**src/rtl/general_ff_reg.sv**
```systemverilog
// rtl/general_ff_reg.sv - WIDTH-bit register, each bit a run-time selectable D/T/JK/SR flip-flop
// Optional registered even parity output enabled by GENERAL_FF_REG_PARITY_EN.
module general_ff_reg #(
    parameter int                 WIDTH   = 8,
    parameter logic [WIDTH-1:0]   RST_VAL = {WIDTH{1'b0}}
) (
    input  logic             clk,
    input  logic             rstn,
    input  logic             en,
    input  logic             clr,
    input  logic [1:0]       mode,
    input  logic [WIDTH-1:0] a,
    input  logic [WIDTH-1:0] b,
    output logic [WIDTH-1:0] q,
    output logic [WIDTH-1:0] qbar,
`ifdef GENERAL_FF_REG_PARITY_EN
    output logic             par,
`endif
    output logic             err,
    output logic             chg
);

    localparam logic [1:0] MODE_D  = 2'b00;
    localparam logic [1:0] MODE_T  = 2'b01;
    localparam logic [1:0] MODE_JK = 2'b10;
    localparam logic [1:0] MODE_SR = 2'b11;

    logic [WIDTH-1:0] ff_next;
    logic [WIDTH-1:0] q_next;
    logic             sr_conflict;
    logic             err_next;

    // JK: set where j & ~q, keep where ~k & q. SR: illegal bits (s & r) keep q.
    always_comb begin
        ff_next = q;
        case (mode)
            MODE_D:  ff_next = a;
            MODE_T:  ff_next = q ^ a;
            MODE_JK: ff_next = (a & ~q) | (~b & q);
            MODE_SR: ff_next = (a & ~b) | (q & ~(a ^ b));
            default: ff_next = q;
        endcase
    end

    always_comb begin
        q_next      = q;
        sr_conflict = 1'b0;
        err_next    = err;
        if (clr) begin
            q_next   = RST_VAL;
            err_next = 1'b0;
        end else if (en) begin
            q_next      = ff_next;
            sr_conflict = (mode == MODE_SR) && (|(a & b));
            err_next    = err | sr_conflict;
        end
    end

    always_ff @(posedge clk or negedge rstn) begin
        if (!rstn) begin
            q   <= RST_VAL;
            err <= 1'b0;
            chg <= 1'b0;
        end else begin
            q   <= q_next;
            err <= err_next;
            chg <= (q_next != q);
        end
    end

`ifdef GENERAL_FF_REG_PARITY_EN
    always_ff @(posedge clk or negedge rstn) begin
        if (!rstn) begin
            par <= ^RST_VAL;
        end else begin
            par <= ^q_next;
        end
    end
`endif

    assign qbar = ~q;

endmodule

```
**config.mk**
```make
export PLATFORM = sky130hd
export DESIGN_NAME = general_ff_reg
export DESIGN_NICKNAME = d
export VERILOG_FILES = /design/src/rtl/general_ff_reg.sv
export SDC_FILE = /design/constraint.sdc
export NUM_CORES = 1
export LEC_CHECK = 0
export CAP_MARGIN = 20
export CORE_ASPECT_RATIO = 0.75
export CORE_UTILIZATION = 30
export CTS_CLUSTER_DIAMETER = 100
export DETAILED_ROUTE_END_ITERATION = 12
export HOLD_SLACK_MARGIN = 0.08
export PLACE_DENSITY = 0.67
export SLEW_MARGIN = 20
export SYNTH_ARGS = -nofsm -noshare
export SYNTH_HDL_FRONTEND = slang
export SYNTH_SLANG_ARGS = --single-unit
export TNS_END_PERCENT = 5
```
**constraint.sdc**
```tcl
create_clock -name clk -period 2.5 [get_ports clk]
set_clock_uncertainty 0.2 [all_clocks]
set_input_delay 0.5 -clock clk [delete_from_list [all_inputs] [get_ports clk]]
set_output_delay 0.5 -clock clk [all_outputs]
set_load 0.005 [all_outputs]
```
==> impl_metrics.json, run 1 <==
{
  "vias_per_cell": 5.274,
  "port_buffers": 39,
  "drt_iter0_markers": 96,
  "die_area_um2": 4805,
  "wirelength_um": 4480,
  "synth_top_area_frac": 0.1842,
  "setup_tns_ns": 0,
  "fin_crit_ns": 2.400,
  "holdBufCountCts": 0,
  "insertion_delay_ns": 0.24,
  "synth-main-ff-cell": "dfrtp_1",
  "design_area_um2": 2043,
  "die_h_um": 60.29,
  "cap_violations": 0,
  "yosysSeqAreaShare": 0.1842,
  "hp-class": "flip-flop to flip-flop",
  "cp-end-kind": "flip-flop",
  "num_rows": 20,
  "whs_ns": 0.3428,
  "htree_levels": 1,
  "setup_viol": 0,
  "drive_gt1_frac": 0.1762,
  "hold_viol": 0,
  "vias": 1577,
  "ant_nets": 0,
  "wl_per_cell_um": 14.98,
  "startpoint_type": "primary input",
  "synth.avg_cell_area_um2": 7.466,
  "cts_made_buffers": 3,
  "nNetsFinal": 284,
  "ir_worst_vdd_mv": 0.1787,
  "slew_violations": 0,
  "grt_overflow": 0,
  "placedInstanceArea_um2": 1993,
  "diodes": 0,
  "cts_root_buf": "clkbuf_8",
  "synth_commonest_cells": "inv_1 (18), nand2_1 (18), nor2_1 (18), a21oi_1 (17), ha_1 (16)",
  "yosys.area.top_type": "dfrtp_1",
  "critPathMaxFanout": 8,
  "ios": 40,
  "floorplan.initialDensity": 0.3232,
  "grt_pass1_wl_um": 7479,
  "worst_pin_slew_ns": 0.5460,
  "synth_nets": 220,
  "outcome": "completed",
  "cts_tree": "done",
  "syn_to_final_growth_pct": 50.37,
  "drc_errors": 0,
  "cts.path.max_buffers": 2,
  "arrival_ns": 2.31,
  "synth_edf_count": 0,
  "cts.sinks": 10,
  "synthCells": 182,
  "period_share": 0.9601,
  "max_slew_margin": 0.6348,
  "antenna_found_initial": 0,
  "grt_use_total": 0.2055,
  "hpwl_um": 3488,
  "max_freq_mhz": 416.6,
  "multiInputGateArea_um2": 974.7,
  "leakagePower_uw": 0.0009235,
  "core_area_um2": 4204,
  "num-fill-cells": 418,
  "rsz0062_at_grt": "false",
  "synth.area.top_cells": "dfrtp_1 (18%), ha_1 (15%), a21oi_1 (6.3%), mux2i_1 (5.2%), inv_1 (5.0%)",
  "yosysUniqueCellTypes": 43,
  "grt_start_max_net_pins": 15,
  "path_clk_slew_ns": 0.06,
  "cp.required_ns": 2.41,
  "grt_pass1_vias": 1567,
  "synth_area_um2": 1359,
  "dp_cells": 296,
  "critPathKind": "primary input to flip-flop",
  "ys_seq_elements": 10,
  "dieWidth_um": 79.71,
  "power_density_nw_per_um2": 341.4,
  "async_reset_ff_frac": 1.000,
  "drt-pass1-iter-count": 4,
  "place.gp.congestion": 0.9696,
  "yosysWarningCount": 0,
  "seq_area_um2": 250.2,
  "fin_cells": 299
}
-- cell type report --
cell class                      instances  share of cell area
Sequential cell                        10              0.1225
Clock buffer                            3             0.02021
Inverter                               18             0.03307
Timing Repair Buffer                   72              0.3135
Multi-Input combinational cell        141              0.4770
Tap cell                               55             0.03368
-- layout by cell type, fill, tap and decap left out, drive strengths merged, types with 2 or more instances in the layout --
cell type and count:
nor4 3, a21oi 17, o21ai 9, a31oi 3, clkdlybuf4s50 38, a22oi 4, nor2 18, a311oi 4
inv 18, buf 33, or2 3, o22ai 3, nand3 2, nand4 2, nand2 18, clkbuf 3
nand2b 6, nor2b 3, mux2i 7, ha 16, dfrtp 10, o221ai 6, maj3 3, o31ai 2
-- what timing repair did --
action,in CTS,in global routing
gates resized for setup,0,2
setup buffers,0,0
setup endpoints to repair,0,1
-- routing by layer --
metal,track usage,part of all wire,up-vias
li1,-,-,778
met1,0.2768,0.47,726
met2,0.3455,0.44,71
met3,0.04122,0.083,2
met4,0.03117,0.0040,0
met5,0,0,-
-- flip-flops by register name, summed over array words and instances, names as in the netlist --
signal / flops
chg: 1
err: 1
q: 8
-- critical path, cell delays in order --
cell and delay [ns]:
clkdlybuf4s50_1 0.57, maj3_2 0.39, o221ai_2 0.17, or2_1 0.16, o32ai_1 0.11, nor4_2 0.29
nand4_1 0.12
-- stage by stage --
stage	utilization	setup WS (ns)	total power [uW]
after detailed placement	0.4741	-0.1508	511.5
after floorplan	-	0.5229	341.3
final	0.4860	0.09966	697.5
after global routing	0.4860	0.008905	742.9
after global placement	0.4741	-0.1371	505.4
after CTS	0.4839	0.09425	700.9
-- worst paths after layout --
| kind | slack [ns] | start | endpoint | depth (start not counted) |
|---|---|---|---|---|
| min in group asynchronous | 0.41 | rstn | q[1]$_DFF_PN0_ | 1 |
| max in group asynchronous | 1.32 | rstn | q[6]$_DFF_PN0_ | 1 |
| worst min register to register | 0.34 | err$_DFFE_PN0P_ | err$_DFFE_PN0P_ | 2 |
| worst max-delay path | 0.1 | mode[1] | chg$_DFF_PN0_ | 7 |
| worst max register to register | 0.56 | q[2]$_DFF_PN0_ | chg$_DFF_PN0_ | 6 |
| worst min-delay path | 0.34 | err$_DFFE_PN0P_ | err$_DFFE_PN0P_ | 2 |
-- power by group --
part,internal (uW),switching [uW]
Combinational,172,143
Clock,106,76.5
Sequential,175,24.4
-- cells by family (layout without fill, tap and decap cells) --
kind of cell	after synthesis	after routing	share of synthesized area
xor gates and xnor gates	1	1	0.006447
muxes	7	7	0.05157
DFF	10	10	0.1842
adders and majority gates	19	19	0.1713
buffers and inverters	31	93	0.1031
AOI/OAI and AO/OA	56	56	0.2790
and+or+nand+nor	58	58	0.2044
Note: power is estimated with default switching activity, not from simulation.
==> run 2, diff against run 1 <==
Settings changed: SLEW_MARGIN 20 to default.
==> results of run 2 <==
Same layout as run 1: the final DEF is identical, and so are final timing and power.
==> run 3, diff against run 2 <==
Settings changed: CORE_UTILIZATION 30 to 45, GPL_TIMING_DRIVEN from default to 0, HOLD_SLACK_MARGIN 0.08 to 0.02, PLACE_DENSITY 0.67 to 0.89.
==> impl_metrics.json, run 3 (synthesis gave the netlist of run 1 again) <==
{
  "outcome": "completed",
  "ios": 40,
  "grt_use_total": 0.2676,
  "cts_root_buf": "clkbuf_8",
  "drt_iter0_markers": 145,
  "htree_levels": 1,
  "cp.required_ns": 2.41,
  "port_buffers": 37,
  "worst_pin_slew_ns": 0.5569,
  "max_freq_mhz": 417.7,
  "nNetsFinal": 262,
  "regMostFlops": "q",
  "critPathKind": "primary input to flip-flop",
  "sw_frac_of_total": 0.3422,
  "cts.path.max_buffers": 2,
  "grt_pass1_vias": 1381,
  "startpoint_type": "primary input",
  "p_clk_frac": 0.312,
  "holdBufCountCts": 0,
  "num_rows": 16,
  "wl_per_cell_um": 15.61,
  "setup_viol": 0,
  "power_density_nw_per_um2": 377.6,
  "cap_violations": 0,
  "slowest_delay_ns": 0.50,
  "die_area_um2": 3246,
  "drc_errors": 0,
  "dieWidth_um": 65.45,
  "switchingPower_uw": 237.8,
  "insertion_delay_ns": 0.24,
  "drt-pass1-iter-count": 4,
  "path_depth": 9,
  "grt_start_max_net_pins": 11,
  "grt_overflow": 0,
  "diodes": 0,
  "reg_top3": "q (8), chg (1), err (1)",
  "cts.sinks": 10,
  "layout_common_cells": "clkdlybuf4s50_1 (36), inv_1 (18), nand2_1 (18), nor2_1 (18)",
  "combPwrFrac": 0.418,
  "cts_made_buffers": 3,
  "die_h_um": 49.59,
  "cp_top_family": "compound AO/OA/AOI/OAI gates",
  "syn_to_final_growth_pct": 35.45,
  "whs_ns": 0.3133,
  "ir_worst_vdd_mv": 0.3259,
  "cts_resized": 0,
  "floorplan.initialDensity": 0.4954,
  "path_clk_slew_ns": 0.06,
  "cp-end-kind": "flip-flop",
  "antenna_found_initial": 0,
  "largest_reg_flops": 8,
  "post-cts-setup-buffers": 0,
  "p_int_uw": 457.2,
  "setup_tns_ns": 0,
  "slew_violations": 0,
  "drive_gt1_frac": 0.08520,
  "grt_pass1_wl_um": 6610,
  "design_area_um2": 1841,
  "crit_chain": "clkdlybuf4s50_1 > inv_1 > ha_1 > a21oi_1 > o221ai_2 > a32oi_1 > a31oi_1 > o31ai_2 > nand4_1",
  "vias": 1549,
  "period_share": 0.9576,
  "seqPwrFrac": 0.270,
  "ant_nets": 0,
  "place.gp.congestion": 0.9816,
  "hp-class": "flip-flop to flip-flop",
  "cts_tree": "done",
  "min_path_cells": 2,
  "critPathSlowestCell": "clkdlybuf4s50_1",
  "r2r_cells": 6,
  "hold_viol": 0,
  "fin_crit_ns": 2.394,
  "core_area_um2": 2743,
  "vias_per_cell": 5.981,
  "arrival_ns": 2.31,
  "wirelength_um": 4043,
  "mostFrequentLayoutCell": "clkdlybuf4s50_1",
  "leakagePower_uw": 0.0008078,
  "max_slew_margin": 0.6276,
  "placedInstanceArea_um2": 1774,
  "rsz0062_at_grt": "false",
  "path_buf_inv": 2,
  "hpwl_um": 3000,
  "critPathMaxFanout": 3
}
==> run 3: changes by cell type in the layout (fill, tap and decap cells not counted), moves of 2 or more <==
cell	previous run	this run
buf_6	0	2
clkbuf_1	0	5
buf_4	33	1
buf_2	0	4
clkdlybuf4s50_1	38	36
==> run 3: cell type report <==
| class | count | area [um^2] |
|---|---|---|
| sequential | 10 | 250.2 |
| timing repair buffer | 37 | 372.9 |
| tap | 36 | 45.04 |
| inverter | 18 | 67.56 |
| multi-input combinational | 141 | 977.2 |
| buffer | 13 | 72.57 |
| fill | 249 | 902.1 |
| clock buffer | 4 | 55.05 |
==> run 3: path summary, 6_finish.rpt <==
path / slack [ns] / startpoint / to
max in group asynchronous: 1.32 / rstn / q[7]$_DFF_PN0_
setup reg to reg: 0.54 / q[2]$_DFF_PN0_ / chg$_DFF_PN0_
hold / removal: 0.31 / err$_DFFE_PN0P_ / err$_DFFE_PN0P_
setup / recovery: 0.11 / b[2] / chg$_DFF_PN0_
hold reg to reg: 0.31 / err$_DFFE_PN0P_ / err$_DFFE_PN0P_
min in group asynchronous: 0.42 / rstn / q[2]$_DFF_PN0_
==> run 3: worst register-to-register path: stages (launching register included) <==
cell and delay, ns:
dfrtp_1 0.42, maj3_2 0.33, o221ai_2 0.22, or2_1 0.17
o32ai_1 0.10, nor4_2 0.26, nand4_1 0.12
==> run 3: power by group through the flow <==
stage / clock, uW / combinational (uW) / sequential, uW
floorplan: 0 / 152 / 189
global placement: 0 / 275 / 189
detailed placement: 0 / 282 / 190
CTS: 213 / 284 / 187
global route: 225 / 317 / 190
finish: 217 / 290 / 188
==> run 3: per-layer routing <==
layer	share of wire	wire [um]	track usage	vias to the layer above
met5	0	0	0	-
met4	0.0040	16	0.05072	0
met3	0.11	429	0.05787	2
met2	0.45	1809	0.4055	98
met1	0.44	1788	0.3879	711
li1	-	-	-	738
==> run 3: through the flow <==
step	util	std cells	total power (uW)	setup WS [ns]
detailed placement	0.6469	255	471.8	-0.2245
global placement	0.6469	255	464.4	-0.2202
finish	0.6711	259	694.9	0.1059
global route	0.6711	259	732.1	0.006546
floorplan	-	182	341.3	0.5229
CTS	0.6670	259	685.1	0.02146
